### src/rtl/lsu_mem_if.sv
// lsu_mem_if: MEM-stage load/store initiator for a word-wide data memory.
// Handles one request at a time. Sub-word stores are done as
// read-modify-write. Load data is lane-extracted and extended here.
// The memory itself is only ever accessed a full word at a time.
module lsu_mem_if #(
    parameter int AW = 7
) (
    input  logic          clk,
    input  logic          rstn,
    input  logic          req_valid,
    output logic          req_ready,
    input  logic          req_we,
    input  logic [2:0]    req_type,
    input  logic [31:0]   req_addr,
    input  logic [31:0]   req_wdata,
    output logic          rsp_valid,
    input  logic          rsp_ready,
    output logic [31:0]   rsp_rdata,
    output logic          rsp_err,
    output logic          dm_wr,
    output logic [2:0]    dm_type,
    output logic [AW-1:0] dm_addr,
    output logic [31:0]   dm_din,
    input  logic [31:0]   dm_dout
);

    // Access type codes shared with the pipeline and the data memory.
    localparam logic [2:0] DM_WORD   = 3'd0;
    localparam logic [2:0] DM_HALF   = 3'd1;
    localparam logic [2:0] DM_HALF_U = 3'd2;
    localparam logic [2:0] DM_BYTE   = 3'd3;
    localparam logic [2:0] DM_BYTE_U = 3'd4;

    typedef enum logic [1:0] {
        ST_IDLE = 2'd0,
        ST_RD   = 2'd1,
        ST_WR   = 2'd2,
        ST_RESP = 2'd3
    } state_t;

    state_t          state_r;
    state_t          state_nxt_s;
    logic            we_r;
    logic [2:0]      type_r;
    logic [AW+1:0]   addr_r;
    logic [31:0]     wdata_r;
    logic [31:0]     din_r;
    logic [31:0]     rdata_r;
    logic            err_r;
    logic            accept_s;
    logic            req_err_s;

    // Request is rejected for an illegal type, misalignment or an address
    // beyond the memory. Only the error flag matters, so the order of the
    // checks does not change the result.
    function automatic logic req_error(input logic we, input logic [2:0] t,
                                       input logic [31:0] a);
        logic illegal;
        logic misal;
        logic out_of_range;
        case (t)
            DM_WORD, DM_HALF, DM_BYTE: illegal = 1'b0;
            DM_HALF_U, DM_BYTE_U:      illegal = we;
            default:                   illegal = 1'b1;
        endcase
        case (t)
            DM_WORD:            misal = (a[1:0] != 2'b00);
            DM_HALF, DM_HALF_U: misal = a[0];
            default:            misal = 1'b0;
        endcase
        out_of_range = ((a >> (AW + 2)) != 32'd0);
        return illegal | misal | out_of_range;
    endfunction

    // Pick the addressed lane(s) out of a memory word and extend to 32 bits.
    function automatic logic [31:0] load_extend(input logic [31:0] word,
                                                input logic [2:0] t,
                                                input logic [1:0] off);
        logic [31:0] sh;
        logic [31:0] res;
        sh = word >> {off, 3'b000};
        case (t)
            DM_BYTE:   res = {{24{sh[7]}}, sh[7:0]};
            DM_BYTE_U: res = {24'd0, sh[7:0]};
            DM_HALF:   res = {{16{sh[15]}}, sh[15:0]};
            DM_HALF_U: res = {16'd0, sh[15:0]};
            default:   res = sh;
        endcase
        return res;
    endfunction

    // Replace the addressed lane(s) of the old word with low store data.
    // Halfword offsets are already known to be 0 or 2 here.
    function automatic logic [31:0] store_merge(input logic [31:0] word,
                                                input logic [31:0] wdata,
                                                input logic [2:0] t,
                                                input logic [1:0] off);
        logic [31:0] m;
        m = word;
        case (t)
            DM_BYTE: m[{off, 3'b000} +: 8]        = wdata[7:0];
            DM_HALF: m[{off[1], 4'b0000} +: 16]   = wdata[15:0];
            default: m                            = wdata;
        endcase
        return m;
    endfunction

    assign accept_s  = req_valid && (state_r == ST_IDLE);
    assign req_err_s = req_error(req_we, req_type, req_addr);

    // State register.
    always_ff @(posedge clk or negedge rstn) begin
        if (!rstn) begin
            state_r <= ST_IDLE;
        end else begin
            state_r <= state_nxt_s;
        end
    end

    // Next-state logic.
    always_comb begin
        state_nxt_s = state_r;
        case (state_r)
            ST_IDLE: begin
                if (!accept_s) begin
                    state_nxt_s = ST_IDLE;
                end else if (req_err_s) begin
                    state_nxt_s = ST_RESP;
                end else if (req_we && (req_type == DM_WORD)) begin
                    state_nxt_s = ST_WR;
                end else begin
                    state_nxt_s = ST_RD;
                end
            end
            ST_RD: begin
                if (we_r) begin
                    state_nxt_s = ST_WR;
                end else begin
                    state_nxt_s = ST_RESP;
                end
            end
            ST_WR: begin
                state_nxt_s = ST_RESP;
            end
            ST_RESP: begin
                if (rsp_ready) begin
                    state_nxt_s = ST_IDLE;
                end else begin
                    state_nxt_s = ST_RESP;
                end
            end
            default: begin
                state_nxt_s = ST_IDLE;
            end
        endcase
    end

    // Request latch, write-word build and response data/error registers.
    always_ff @(posedge clk or negedge rstn) begin
        if (!rstn) begin
            we_r    <= 1'b0;
            type_r  <= 3'd0;
            addr_r  <= '0;
            wdata_r <= 32'd0;
            din_r   <= 32'd0;
            rdata_r <= 32'd0;
            err_r   <= 1'b0;
        end else begin
            case (state_r)
                ST_IDLE: begin
                    if (accept_s) begin
                        we_r    <= req_we;
                        type_r  <= req_type;
                        addr_r  <= req_addr[AW+1:0];
                        wdata_r <= req_wdata;
                        rdata_r <= 32'd0;
                        err_r   <= req_err_s;
                        if (!req_err_s && req_we && (req_type == DM_WORD)) begin
                            din_r <= req_wdata;
                        end
                    end
                end
                ST_RD: begin
                    if (we_r) begin
                        din_r <= store_merge(dm_dout, wdata_r, type_r, addr_r[1:0]);
                    end else begin
                        rdata_r <= load_extend(dm_dout, type_r, addr_r[1:0]);
                    end
                end
                default: begin
                end
            endcase
        end
    end

    assign req_ready = (state_r == ST_IDLE);
    assign rsp_valid = (state_r == ST_RESP);
    assign rsp_rdata = rdata_r;
    assign rsp_err   = err_r;
    assign dm_wr     = (state_r == ST_WR);
    assign dm_type   = DM_WORD;
    assign dm_addr   = addr_r[AW+1:2];
    assign dm_din    = din_r;

endmodule
### config.mk
export PLATFORM = sky130hd
export DESIGN_NAME = lsu_mem_if
export DESIGN_NICKNAME = d
export VERILOG_FILES = /design/src/rtl/lsu_mem_if.sv
export SDC_FILE = /design/constraint.sdc
export NUM_CORES = 1
export LEC_CHECK = 0
export ABC_AREA = 1
export ABC_CLOCK_PERIOD_IN_PS = 5910
export CELL_PAD_IN_SITES_DETAIL_PLACEMENT = 0
export CELL_PAD_IN_SITES_GLOBAL_PLACEMENT = 1
export CORE_MARGIN = 2
export CORE_UTILIZATION = 34
export CTS_CLUSTER_DIAMETER = 150
export CTS_CLUSTER_SIZE = 12
export DETAILED_ROUTE_END_ITERATION = 7
export GPL_TIMING_DRIVEN = 0
export PLACE_DENSITY_LB_ADDON = 0.1
export SYNTH_ARGS = -nofsm -noshare
export SYNTH_HDL_FRONTEND = slang
export SYNTH_SLANG_ARGS = --single-unit
export TNS_END_PERCENT = 10
### constraint.sdc
create_clock -name clk -period 5.91 [get_ports clk]
set_input_delay 0.591 -clock clk [delete_from_list [all_inputs] [get_ports clk]]
set_output_delay 0.591 -clock clk [all_outputs]
set_load 0.01 [all_outputs]
Word-level counts from Yosys, hierarchy flattened
Index checks and enable logic that the tools add are counted.
- add/sub/neg operators: 2
- equal/unequal tests: 15
- shift operators: 5
- mux-type cells: 19
- bitwise gates (word level): 2
- reduce and logical (&&, ||, !) cells: 16
- operators by type and width (operator ; number):
    32-bit one-hot mux with 2 select lines ; 3
    32-bit two-way mux ; 5
    32-bit one-hot mux with 4 select lines ; 1
    32-bit bitwise mux ; 2
    32-bit nonzero test ; 1
    16-bit by 7-bit variable shift with 32-bit output, first input constant ; 1
    8-bit by 7-bit variable shift with 32-bit output, first input constant ; 1
    16-bit by 7-bit indexed part select with 32-bit output ; 1
    8-bit by 7-bit indexed part select with 32-bit output ; 1
    32-bit by 5-bit right shift with 32-bit output ; 1
    5-bit negation with 7-bit output ; 2
    3-bit by 2-bit == test with 1-bit output, second input constant ; 4
    2-bit two-way mux ; 4
    2-bit one-hot mux with 4 select lines ; 1
    3-bit by 1-bit == test with 1-bit output, second input constant ; 2
    3-bit == test, second input constant ; 2
    2-bit == test, second input constant ; 2
    1-bit logical AND ; 4
    2-bit by 1-bit inequality test with 1-bit output, second input constant ; 2
    2-bit inequality test, second input constant ; 2
    1-bit one-hot mux with 2 select lines ; 2
    4-bit AND reduction ; 1
    2-bit nonzero test ; 2
    2-bit OR reduction ; 2
    9 further kinds ; 10
- bits in registers: 112
- input bits: 104
- word-level logic and storage cells: 67

Depth between registers and ports, before layout
Gate-level depths: netlist of run 1.
- depth in word-level cells: 11
- gate-level depth with buffers: 16
- mapped depth without buffers: 11

Worst setup path after synthesis of run 1
Ideal clock, no wire load.
- path kind: register to register
- from: register addr_r[1]
- to: register din_r[30] (netlist: dm_din[30])
- arrival: 2091 ps
- required time: 5793 ps
- slack: 3703 ps
- cell stages (with the launch flop): 16
- path buffers: 4
- clock period less this slack: 2207 ps
- cells stage by stage: dfrtp_1 -> inv_2 -> buf_2 -> buf_1 -> ha_1 -> buf_2 -> inv_2 -> buf_4 -> nand3_1 -> nor2_1 -> nor2_1 -> nor2_1 -> nor2_1 -> nor2_1 -> nand3_1 -> nand2_1
- longest elaborated chain between the ends: 6
- elaborated cells between the ends (all ways): 11
- those cells by class: 2 x add/sub; 4 x shift; 5 x mux
- RTL lines (what ; RTL line ; source):
    start, declared ; 45 ; logic [AW+1:0] addr_r;
    start signal, assigned ; 174 ; addr_r <= req_addr[AW+1:0];
    5-bit negation with 7-bit output (on tied branches) ; 102, 101 ;
    16-bit by 7-bit indexed part select with 32-bit output (tied with other cells) ; 102 ; DM_HALF: m[{off[1], 4'b0000} +: 16] = wdata[15:0];
    32-bit bitwise mux (on tied branches) ; 102, 101 ;
    32-bit one-hot mux with 2 select lines (*) ; 100 ; case (t)
    32-bit two-way mux (*) ; 184 ; if (we_r) begin
    32-bit one-hot mux with 2 select lines (*) ; 169 ; case (state_r)
    end signal, assigned ; 179 ; din_r <= req_wdata;
    end signal, assigned ; 185 ; din_r <= store_merge(dm_dout, wdata_r, type_r, addr_r[1:0]);
    end, declared ; 47 ; logic [31:0] din_r;
Every way passes the cells marked *; elsewhere a longest branch is shown, timed or not. The select of a mux whose other input is x is not followed.
A chain may end at the register's enable or synchronous reset.

Worst setup path after layout of run 1
- from: register addr_r[1]
- to: register din_r[0] (netlist: dm_din[0])
The elaborated chain is that of the path after synthesis.

==> metrics.yaml, run 1 <==
clock_network:
  cts_buffer_depth: 2
  post_cts_buffers: 0
  path_clk_slew_ns: 0.08
  cts_hold_buf: 0
  cts_resized: 0
  numCtsBuffers: 9
  tritoncts: "done"
  cts_sinks: 112
  clock_latency_ns: 0.37
  cts_root_buf: "clkbuf_16"
  ctsHtreeMaxLevel: 3
critical_path:
  worstPathRequired_ns: 6.21
  slowest_delay_ns: 0.50
  cp_common_cell: "nand2_1"
  rrSetupSlack_ns: 2.90
  setup.worst_path.start_class: "register"
  worstPathArrival_ns: 3.31
  cp_max_fo: 12
  slowest_stage: "buf_1"
  crit_path_end_kind: "register"
  path_cells: "inv_2, buf_2, buf_1, ha_1, inv_1, nand2_1, o21ai_0, nand3_1, nand2_1, nand2_1, nand2_1, nand3_1, nand2_1"
  path_class: "reg2reg"
  ff2ff_path_depth: 13
floorplanning:
  die_y_um: 150
  rows: 53
  core_area_um2: 20900
  die-area_um2: 22400
  die_w_um: 150
  initial_utilization: 0.345
  io-pin-count: 182
power_and_ir_drop:
  switchingPower_w: 0.00233
  intPower_w: 0.00258
  p_clk_frac: 0.124
  combinationalPowerShare: 0.592
  total_power_w: 0.00490
  p_sw_frac: 0.474
  seqPwrFrac: 0.283
  ir_worst_vdd_v: 0.000204
  pwr_density_cell_nw_per_um2: 508
  power.leakage_nw: 4.67
logic_synthesis:
  ys_ff_latch: 112
  synth-seq-area-share: 0.389
  syn_inst: 1076
  synth.most_common_cell: "nand2_1"
  yosys.area.top_type: "dfrtp_1"
  netlist_area_um2: 7210
  synth_edf_count: 0
  synth.distinct_cells: 31
  syn_area_per_cell_um2: 6.70
  synthFlopType: "dfrtp_1"
  yosys_warnings: 0
  synth_top_cells_by_count: "nand2_1, nor2_1, dfrtp_1"
  ys_top_cells_by_area: "dfrtp_1, nand2_1, nand3_1, nor2_1, o21ai_0"
  synth_top_area_share: 0.389
  async_flop_share: 1.00
placed_design:
  routabilityCongestion: 0.931
  dp_hpwl_um: 20800
  io_buffers: 178
  placed_area_um2: 9370
drt:
  wl_per_cell_um: 16.9
  drt_iter0_drc: 448
  viasPerCell: 4.87
  first_pass_iters: 6
  vias: 7536
  final_antenna_net_count: 0
  remaining_drc_errors: 0
  wl_um: 26200
sta:
  fin_skew_ns: 0.0128
  fmaxAchievable_mhz: 332
  maxSlewHeadroom: 0.493
  period_share: 0.510
  final-setup-viol-count: 0
  worst_pin_slew_ns: 0.760
  rsz0062_at_grt: "false"
  hold_violations: 0
  fin_crit_ns: 3.01
  slew_violations: 0
  fin_setup_tns_ns: 0
flow_run:
  drv_cap: 0
global_route:
  grt_max_degree: 63
  track_usage: 0.238
  grt_pass1_vias: 7297
  grt.overflow.total: 0
  grt_first_pass_wirelength_um: 40700
  antenna_found_initial: 0
cells_and_area:
  post-route-util: 0.462
  drive_above_1_share: 0.0825
  regArea_um2: 2800
  nFillCells: 2238
  diodes: 0
  syn_to_final_growth_pct: 33.8
  final_nets: 1377
  multi_input_area_um2: 3650
  final_area_um2: 9650
worst_hold_path:
  hold_class: "in2async"
run_status:
  outcome: "completed"
[critical path, delay by kind of cell (launching register included)]
kind	cells	cell delay, ns
AO/OA/AOI/OAI	1	0.22
adder cells (fa/ha/maj)	1	0.36
buffers and inverters	4	1.15
flip-flops	1	0.46
AND/OR/NAND/NOR	7	0.76
[worst paths after layout]
kind / from / to
setup reg to reg: addr_r[1] / dm_din[0]
setup / recovery: addr_r[1] / dm_din[0]
hold / removal: rstn / rsp_rdata[12]
min in group clk: dm_din[27] / dm_din[27]
hold reg to reg: dm_din[27] / dm_din[27]
max in group asynchronous: rstn / wdata_r[9]
[stage by stage]
stage                     setup WS [ns]  cells  hold slack [ns]
after floorplan                    3.70   1078            0.295
after global placement           -0.301   1531            0.454
after detailed placement           2.97   1532            0.458
after CTS                          2.94   1548            0.177
after global routing               2.61   1548            0.187
final                              2.90   1548            0.162
[routing by layer]
| metal | global-route usage | share of wire | routed length (µm) | vias up |
|---|---|---|---|---|
| li1 | - | - | - | 3820 |
| met1 | 0.339 | 0.47 | 12300 | 3442 |
| met2 | 0.374 | 0.45 | 11700 | 233 |
| met3 | 0.0323 | 0.054 | 1410 | 41 |
| met4 | 0.0752 | 0.029 | 761 | 0 |
| met5 | 0 | 0 | 0 | - |
[cell usage in the layout, fill, tap and decap left out, types with 8 or more instances in the layout]
master and count:
buf_6 8, buf_2 29, nand3_1 107, dfrtp_1 112, o21ai_0 95, nand2_1 340
buf_4 17, clkbuf_1 17, a31oi_1 8, clkbuf_16 9, o211ai_1 13, nor2_1 139
clkdlybuf4s50_1 177, inv_1 81, a21oi_1 46, o21ai_2 12
[cells by family (layout without fill, tap and decap cells)]
kind of cell	count (synthesis)	after routing	synth area share
and+or+nand+nor	603	603	0.343
AOI/OAI and AO/OA	192	192	0.153
DFF	112	112	0.389
adders and majority gates	5	5	0.00868
buffers and inverters	163	358	0.106
other	1	3	0.000520
[power groups by stage]
stage               logic, W  registers (W)  clock network [W]
detailed placement   0.00290        0.00140                  0
finish               0.00291        0.00139           0.000609
global placement     0.00288        0.00140                  0
global route         0.00327        0.00143           0.000654
floorplan            0.00172        0.00141                  0
CTS                  0.00291        0.00139           0.000621
[layout make-up]
class / instances / share of cell area
clock inverters: 6 / 0.00506
well taps: 275 / 0.0357
plain buffers: 74 / 0.0446
inverters: 89 / 0.0347
flip-flops and latches: 112 / 0.290
multi-input cells: 803 / 0.378
repair buffers: 179 / 0.188
clock buffers: 10 / 0.0237
[sequential cells by signal, summed over array words and instances, names as in the netlist]
| register | cells |
|---|---|
| addr_r | 9 |
| dm_din | 32 |
| rsp_err | 1 |
| rsp_rdata | 32 |
| state_r | 2 |
| type_r | 3 |
| wdata_r | 32 |
| we_r | 1 |
Note: power is estimated with default switching activity, not from simulation.
==> run 2, diff against run 1 <==
- ABC_CLOCK_PERIOD_IN_PS: 5910 -> 2600
- CORE_UTILIZATION: 34 -> 31
- clock period: 5.91 -> 2.6 ns (I/O delays scaled with it)
==> run 2 against run 1 <==
Hold slack better by 0.25 ns. Clock-buffer cell count up 2. Largest power group unchanged. Clock power up 130%. Critical path depth up 3.
==> metrics.yaml, run 2 (synthesized netlist as in run 1, its figures left out) <==
floorplanning:
  die-area_um2: 24500  # +9.4%
  core_area_um2: 22700  # +8.7%
  die_y_um: 157  # +4.6%
  io-pin-count: 182  # unchanged
  rows: 55  # +3.8%
  initial_utilization: 0.318  # -0.0277
  die_w_um: 157  # +4.6%
power_and_ir_drop:
  combinationalPowerShare: 0.593  # about the same
  total_power_w: 0.0112  # +130%
  power.leakage_nw: 4.69  # +0.41%
  p_clk_frac: 0.125  # about the same
  switchingPower_w: 0.00529  # +130%
  intPower_w: 0.00594  # +130%
  pwr_density_cell_nw_per_um2: 1160  # +130%
  ir_worst_vdd_v: 0.000391  # +92%
  seqPwrFrac: 0.281  # -0.002
  p_sw_frac: 0.471  # -0.00338
global_route:
  antenna_found_initial: 0  # unchanged
  track_usage: 0.226  # -0.0123
  grt_first_pass_wirelength_um: 42100  # +3.5%
  grt.overflow.total: 0  # unchanged
  grt_pass1_vias: 7509  # +2.9%
  grt_max_degree: 58  # -7.9%
critical_path:
  worstPathArrival_ns: 2.70  # -0.61 ns
  setup.worst_path.start_class: "register"
  rrSetupSlack_ns: 0.19  # -2.70 ns
  cp.buffers_inverters: 8  # +4
  worstPathRequired_ns: 2.90  # -3.31 ns
  slowest_stage: "dfrtp_1"
  cp_max_fo: 12  # unchanged
  path_cells: "buf_4, inv_2, clkbuf_4, buf_6, ha_1, buf_2, inv_4, buf_4, nand3_1, o21ai_0, nand2_1, nand3_1, nand2_1, inv_1, nand3_1, nand2_1"
  crit_family: "buffers and inverters"
  crit_path_end_kind: "register"
  slowest_delay_ns: 0.38  # -0.12 ns
  path_class: "reg2reg"
cells_and_area:
  layout_common_cells: "nand2_1, clkdlybuf4s50_1, nor2_1"
  syn_to_final_growth_pct: 34.7
  stdcell_count: 1558  # +0.65%
  final_nets: 1377  # unchanged
  nFillCells: 2517  # +12%
  final_common_cell: "nand2_1"
  drive_above_1_share: 0.0856  # +0.00314
  diodes: 0  # unchanged
  final_area_um2: 9710  # +0.62%
sta:
  period_share: 0.925  # +0.416
  holdWs_ns: 0.411  # +0.249 ns
  rsz0062_at_grt: "true"
  slew_violations: 0  # unchanged
  worst_pin_slew_ns: 0.886  # +0.126 ns
  hold_violations: 0  # unchanged
  final-setup-viol-count: 0  # unchanged
  fmaxAchievable_mhz: 416  # +25%
  fin_crit_ns: 2.41  # -0.606 ns
  maxSlewHeadroom: 0.409  # -0.0840
  fin_setup_tns_ns: 0  # unchanged
  fin_skew_ns: 0.00770  # -0.00506 ns
placed_design:
  dp_cells: 1542  # +0.65%
  io_buffers: 178  # unchanged
  dp_hpwl_um: 21600  # +3.9%
  placed_area_um2: 9390  # +0.13%
  routabilityCongestion: 0.924  # -0.74%
flow_run:
  drv_cap: 0  # unchanged
drt:
  final_antenna_net_count: 0  # unchanged
  drt_iter0_drc: 521  # +16%
  wl_um: 27000  # +3.2%
  wl_per_cell_um: 17.4  # +2.6%
  viasPerCell: 4.88  # +0.18%
  first_pass_iters: 5  # -1
  remaining_drc_errors: 0  # unchanged
  vias: 7598  # +0.82%
clock_network:
  ctsHtreeMaxLevel: 3  # unchanged
  tritoncts: "done"
  cts_buffer_depth: 2  # unchanged
  numCtsBuffers: 9  # unchanged
  path_clk_slew_ns: 0.08  # about the same
  clock_latency_ns: 0.36  # about the same
  cts_root_buf: "clkbuf_16"
  cts_sinks: 112  # unchanged
worst_hold_path:
  hold_class: "in2async"
run_status:
  outcome: "completed"
-- run 2: cell type report --
class                      count  area, µm²  share of cell area
multi-input combinational    803       3650               0.376
clock buffer                  12        256              0.0264
clock inverter                 4       37.5             0.00387
buffer                        72        437              0.0450
tap                          285        357              0.0367
timing repair buffer         181       1830               0.188
sequential                   112       2800               0.289
inverter                      89        338              0.0348
-- run 2: metal layers --
metal	share of wire	vias up	GRT usage
met3	0.043	22	0.0302
met5	0	-	0
met4	0.017	0	0.0559
met2	0.46	197	0.373
met1	0.48	3564	0.313
li1	-	3815	-
-- run 2: final timing paths --
path / startpoint / endpoint / cells past startpoint
max in group asynchronous: rstn / wdata_r[5] / 3
min in group clk: req_addr[7] / addr_r[7] / 3
worst max-delay path: addr_r[0] / dm_din[14] / 16
worst min register to register: dm_din[27] / dm_din[27] / 2
worst max register to register: addr_r[0] / dm_din[14] / 16
worst min-delay path: rstn / rsp_rdata[16] / 2
-- run 2: power by group through the flow --
stage          clock network [W]  registers, W  logic (W)
6_report                 0.00141       0.00316    0.00666
3_5_place_dp                   0       0.00318    0.00663
5_1_grt                  0.00150       0.00326    0.00749
2_1_floorplan                  0       0.00320    0.00391
3_3_place_gp                   0       0.00318    0.00658
4_1_cts                  0.00144       0.00316    0.00667
-- run 2: metrics by stage --
step	setup slack [ns]	util
final	0.194	0.428
after global routing	-0.0328	0.428
after CTS	0.0569	0.427
after detailed placement	-0.415	0.413
after global placement	-3.34	0.412
after floorplan	0.393	-
-- run 2: timing repair --
item,CTS,global route
hold buffers,1,0
gates cloned,0,0
buffers inserted,0,1
hold endpoints to repair,55,0
gates resized for setup,3,7
endpoints found under the setup margin,32,32
-- run 2: worst reg2reg max path, cell delays in order (launching register included) --
cell      delay [ns]
dfrtp_1         0.38
buf_4           0.17
inv_2           0.07
clkbuf_4        0.18
buf_6           0.16
ha_1            0.19
buf_2           0.18
inv_4           0.10
buf_4           0.16
nand3_1         0.13
o21ai_0         0.20
nand2_1         0.09
nand3_1         0.09
nand2_1         0.05
inv_1           0.05
nand3_1         0.06
nand2_1         0.08
==> run 3, diff against run 2 <==
- ABC_CLOCK_PERIOD_IN_PS: 2600 -> 2900
- CAP_MARGIN: unset -> 10
- CORE_UTILIZATION: 31 -> 34
- GPL_ROUTABILITY_DRIVEN: unset -> 0
- clock period: 2.6 -> 2.9 ns (I/O delays scaled with it)
==> run 3 against run 2 <==
Non-clock buffer count is the same. Die area shrank 8.6%. Clock power shrank 12%. Final area shrank 0.53%. Sequential share of layout area grew 0.15 points. Sequential cell count is the same. Critical path depth is the same. Critical endpoint is now dm_din[30]. Largest cell class unchanged.
==> metrics.yaml, run 3 (synthesized netlist as in run 1, its figures left out) <==
clock_network:
  clock_latency_ns: 0.37  # about the same
  path_clk_slew_ns: 0.08  # about the same
  ctsHtreeMaxLevel: 3  # unchanged
  post_cts_buffers: 0  # unchanged
  cts_sinks: 112  # unchanged
  cts_buffer_depth: 2  # unchanged
  tritoncts: "done"
  numCtsBuffers: 9  # unchanged
  cts_root_buf: "clkbuf_16"
sta:
  fin_crit_ns: 2.60  # +0.196 ns
  fin_setup_tns_ns: 0  # unchanged
  fin_skew_ns: 0.0120  # +0.00433 ns
  slew_violations: 0  # unchanged
  rsz0062_at_grt: "false"
  maxSlewHeadroom: 0.466  # +0.0568
  period_share: 0.897  # -0.0280
  fmaxAchievable_mhz: 384  # -7.5%
  worst_pin_slew_ns: 0.801  # -0.0852 ns
  holdWs_ns: 0.455  # +0.0436 ns
  hold_violations: 0  # unchanged
  final-setup-viol-count: 0  # unchanged
power_and_ir_drop:
  intPower_w: 0.00526  # -12%
  p_sw_frac: 0.473  # +0.00219
  power.leakage_nw: 4.68  # -0.34%
  p_clk_frac: 0.124  # about the same
  pwr_density_cell_nw_per_um2: 1030  # -11%
  seqPwrFrac: 0.284  # +0.003
  ir_worst_vdd_v: 0.000414  # +5.9%
  combinationalPowerShare: 0.592  # about the same
  switchingPower_w: 0.00472  # -11%
drt:
  drt_iter0_drc: 428  # -18%
  vias: 7509  # -1.2%
  remaining_drc_errors: 0  # unchanged
  final_antenna_net_count: 0  # unchanged
  wl_um: 26100  # -3.5%
  first_pass_iters: 5  # unchanged
  wl_per_cell_um: 16.9  # -2.8%
  viasPerCell: 4.85  # -0.53%
cells_and_area:
  final_common_cell: "nand2_1"
  regArea_um2: 2800  # unchanged
  post-route-util: 0.462  # +0.0348
  multi_input_area_um2: 3650  # -0.14%
  diodes: 0  # unchanged
  nFillCells: 2238  # -11%
  syn_to_final_growth_pct: 34.0
  final_nets: 1377  # unchanged
  layout_common_cells: "nand2_1, clkdlybuf4s50_1, nor2_1"
  drive_above_1_share: 0.0833  # -0.00236
  stdcell_count: 1548  # -0.64%
placed_design:
  io_buffers: 178  # unchanged
  dp_hpwl_um: 20800  # -3.7%
  dp_cells: 1532  # -0.65%
critical_path:
  worstPathRequired_ns: 3.21  # +0.31 ns
  crit_end: "dm_din[30]"
  rrSetupSlack_ns: 0.30  # +0.10 ns
  rr_startpoint: "addr_r[0]"
  slowest_delay_ns: 0.40  # +0.02 ns
  ff2ff_path_depth: 16  # unchanged
  cp_max_fo: 12  # unchanged
  reg2reg_to: "dm_din[30]"
  startpoint: "addr_r[0]"
  setup.worst_path.start_class: "register"
  path_class: "reg2reg"
  slowest_stage: "dfrtp_1"
  path_cells: "buf_2, inv_2, buf_2, clkbuf_4, ha_1, buf_2, inv_2, buf_4, nand3_1, nor2_1, nor2_1, nor2_1, nor2_1, nor2_1, nand3_1, nand2_1"
  cp_common_cell: "nor2_1"
  worstPathArrival_ns: 2.91  # +0.21 ns
  crit_path_end_kind: "register"
worst_hold_path:
  hold_class: "in2async"
global_route:
  track_usage: 0.238  # +0.0120
  grt_first_pass_wirelength_um: 40700  # -3.4%
  grt_pass1_vias: 7297  # -2.8%
  antenna_found_initial: 0  # unchanged
  grt.overflow.total: 0  # unchanged
  grt_max_degree: 63  # +8.6%
run_status:
  outcome: "completed"
floorplanning:
  rows: 53  # -3.6%
  io-pin-count: 182  # unchanged
  die_w_um: 150  # -4.4%
  core_area_um2: 20900  # -8.0%
  die_y_um: 150  # -4.4%
  die-area_um2: 22400  # -8.6%
  initial_utilization: 0.345  # +0.0277
flow_run:
  drv_cap: 0  # unchanged
==> run 3: changes by cell type in the layout (fill, tap and decap cells not counted), sizes merged <==
cell    previous run  this run
clkinv             4         3
inv               89        92
clkbuf            29        27
==> run 3: worst min path at each step <==
stage | startpoint | end
2_1_floorplan | rstn | addr_r[0]
3_3_place_gp | dm_din[26] | dm_din[26]
6_report | rstn | rsp_rdata[12]
5_1_grt | req_addr[2] | addr_r[2]
4_1_cts | rstn | rsp_rdata[12]
3_5_place_dp | rstn | rsp_rdata[12]
==> run 3: layout make-up <==
type / count / area share
timing repair buffer: 180 / 0.188
multi-input combinational: 803 / 0.378
clock buffer: 10 / 0.0237
buffer: 73 / 0.0444
sequential: 112 / 0.290
clock inverter: 6 / 0.00505
tap: 275 / 0.0356
inverter: 89 / 0.0347
==> run 3: worst max-delay path, delay by kind of cell, from the launching register on <==
family	cells	cell delay (ns)
adders and majority gates	1	0.21
buffers and inverters	7	1.17
DFF	1	0.40
and+or+nand+nor	8	0.76
==> run 3: repair_timing <==
action / 4_1_cts / 5_1_grt
hold buffers: 1 / 0
resized for setup: 0 / 2
hold endpoints to repair: 50 / 0
setup endpoints to repair: 2 / 11
==> run 3: layer usage <==
| metal | GRT usage | vias up | wire, µm |
|---|---|---|---|
| met3 | 0.0323 | 39 | 1420 |
| met2 | 0.374 | 231 | 11600 |
| met1 | 0.338 | 3423 | 12300 |
| met5 | 0 | - | 0 |
| li1 | - | 3816 | - |
| met4 | 0.0752 | 0 | 765 |
==> run 3: stage by stage <==
stage / instance area (µm²) / power (W) / setup slack [ns]
floorplan: 7220 / 0.00638 / 0.693
global route: 9660 / 0.0109 / 0.0476
global placement: 9340 / 0.00872 / -3.01
detailed placement: 9370 / 0.00876 / -0.0430
finish: 9660 / 0.00998 / 0.298
CTS: 9660 / 0.0100 / 0.146
==> run 3: power by group through the flow <==
stage / clock, W / sequential (W) / combinational (W)
2_1_floorplan: 0 / 0.00287 / 0.00351
3_3_place_gp: 0 / 0.00285 / 0.00587
3_5_place_dp: 0 / 0.00285 / 0.00591
4_1_cts: 0.00126 / 0.00283 / 0.00593
5_1_grt: 0.00133 / 0.00292 / 0.00666
6_report: 0.00124 / 0.00283 / 0.00591
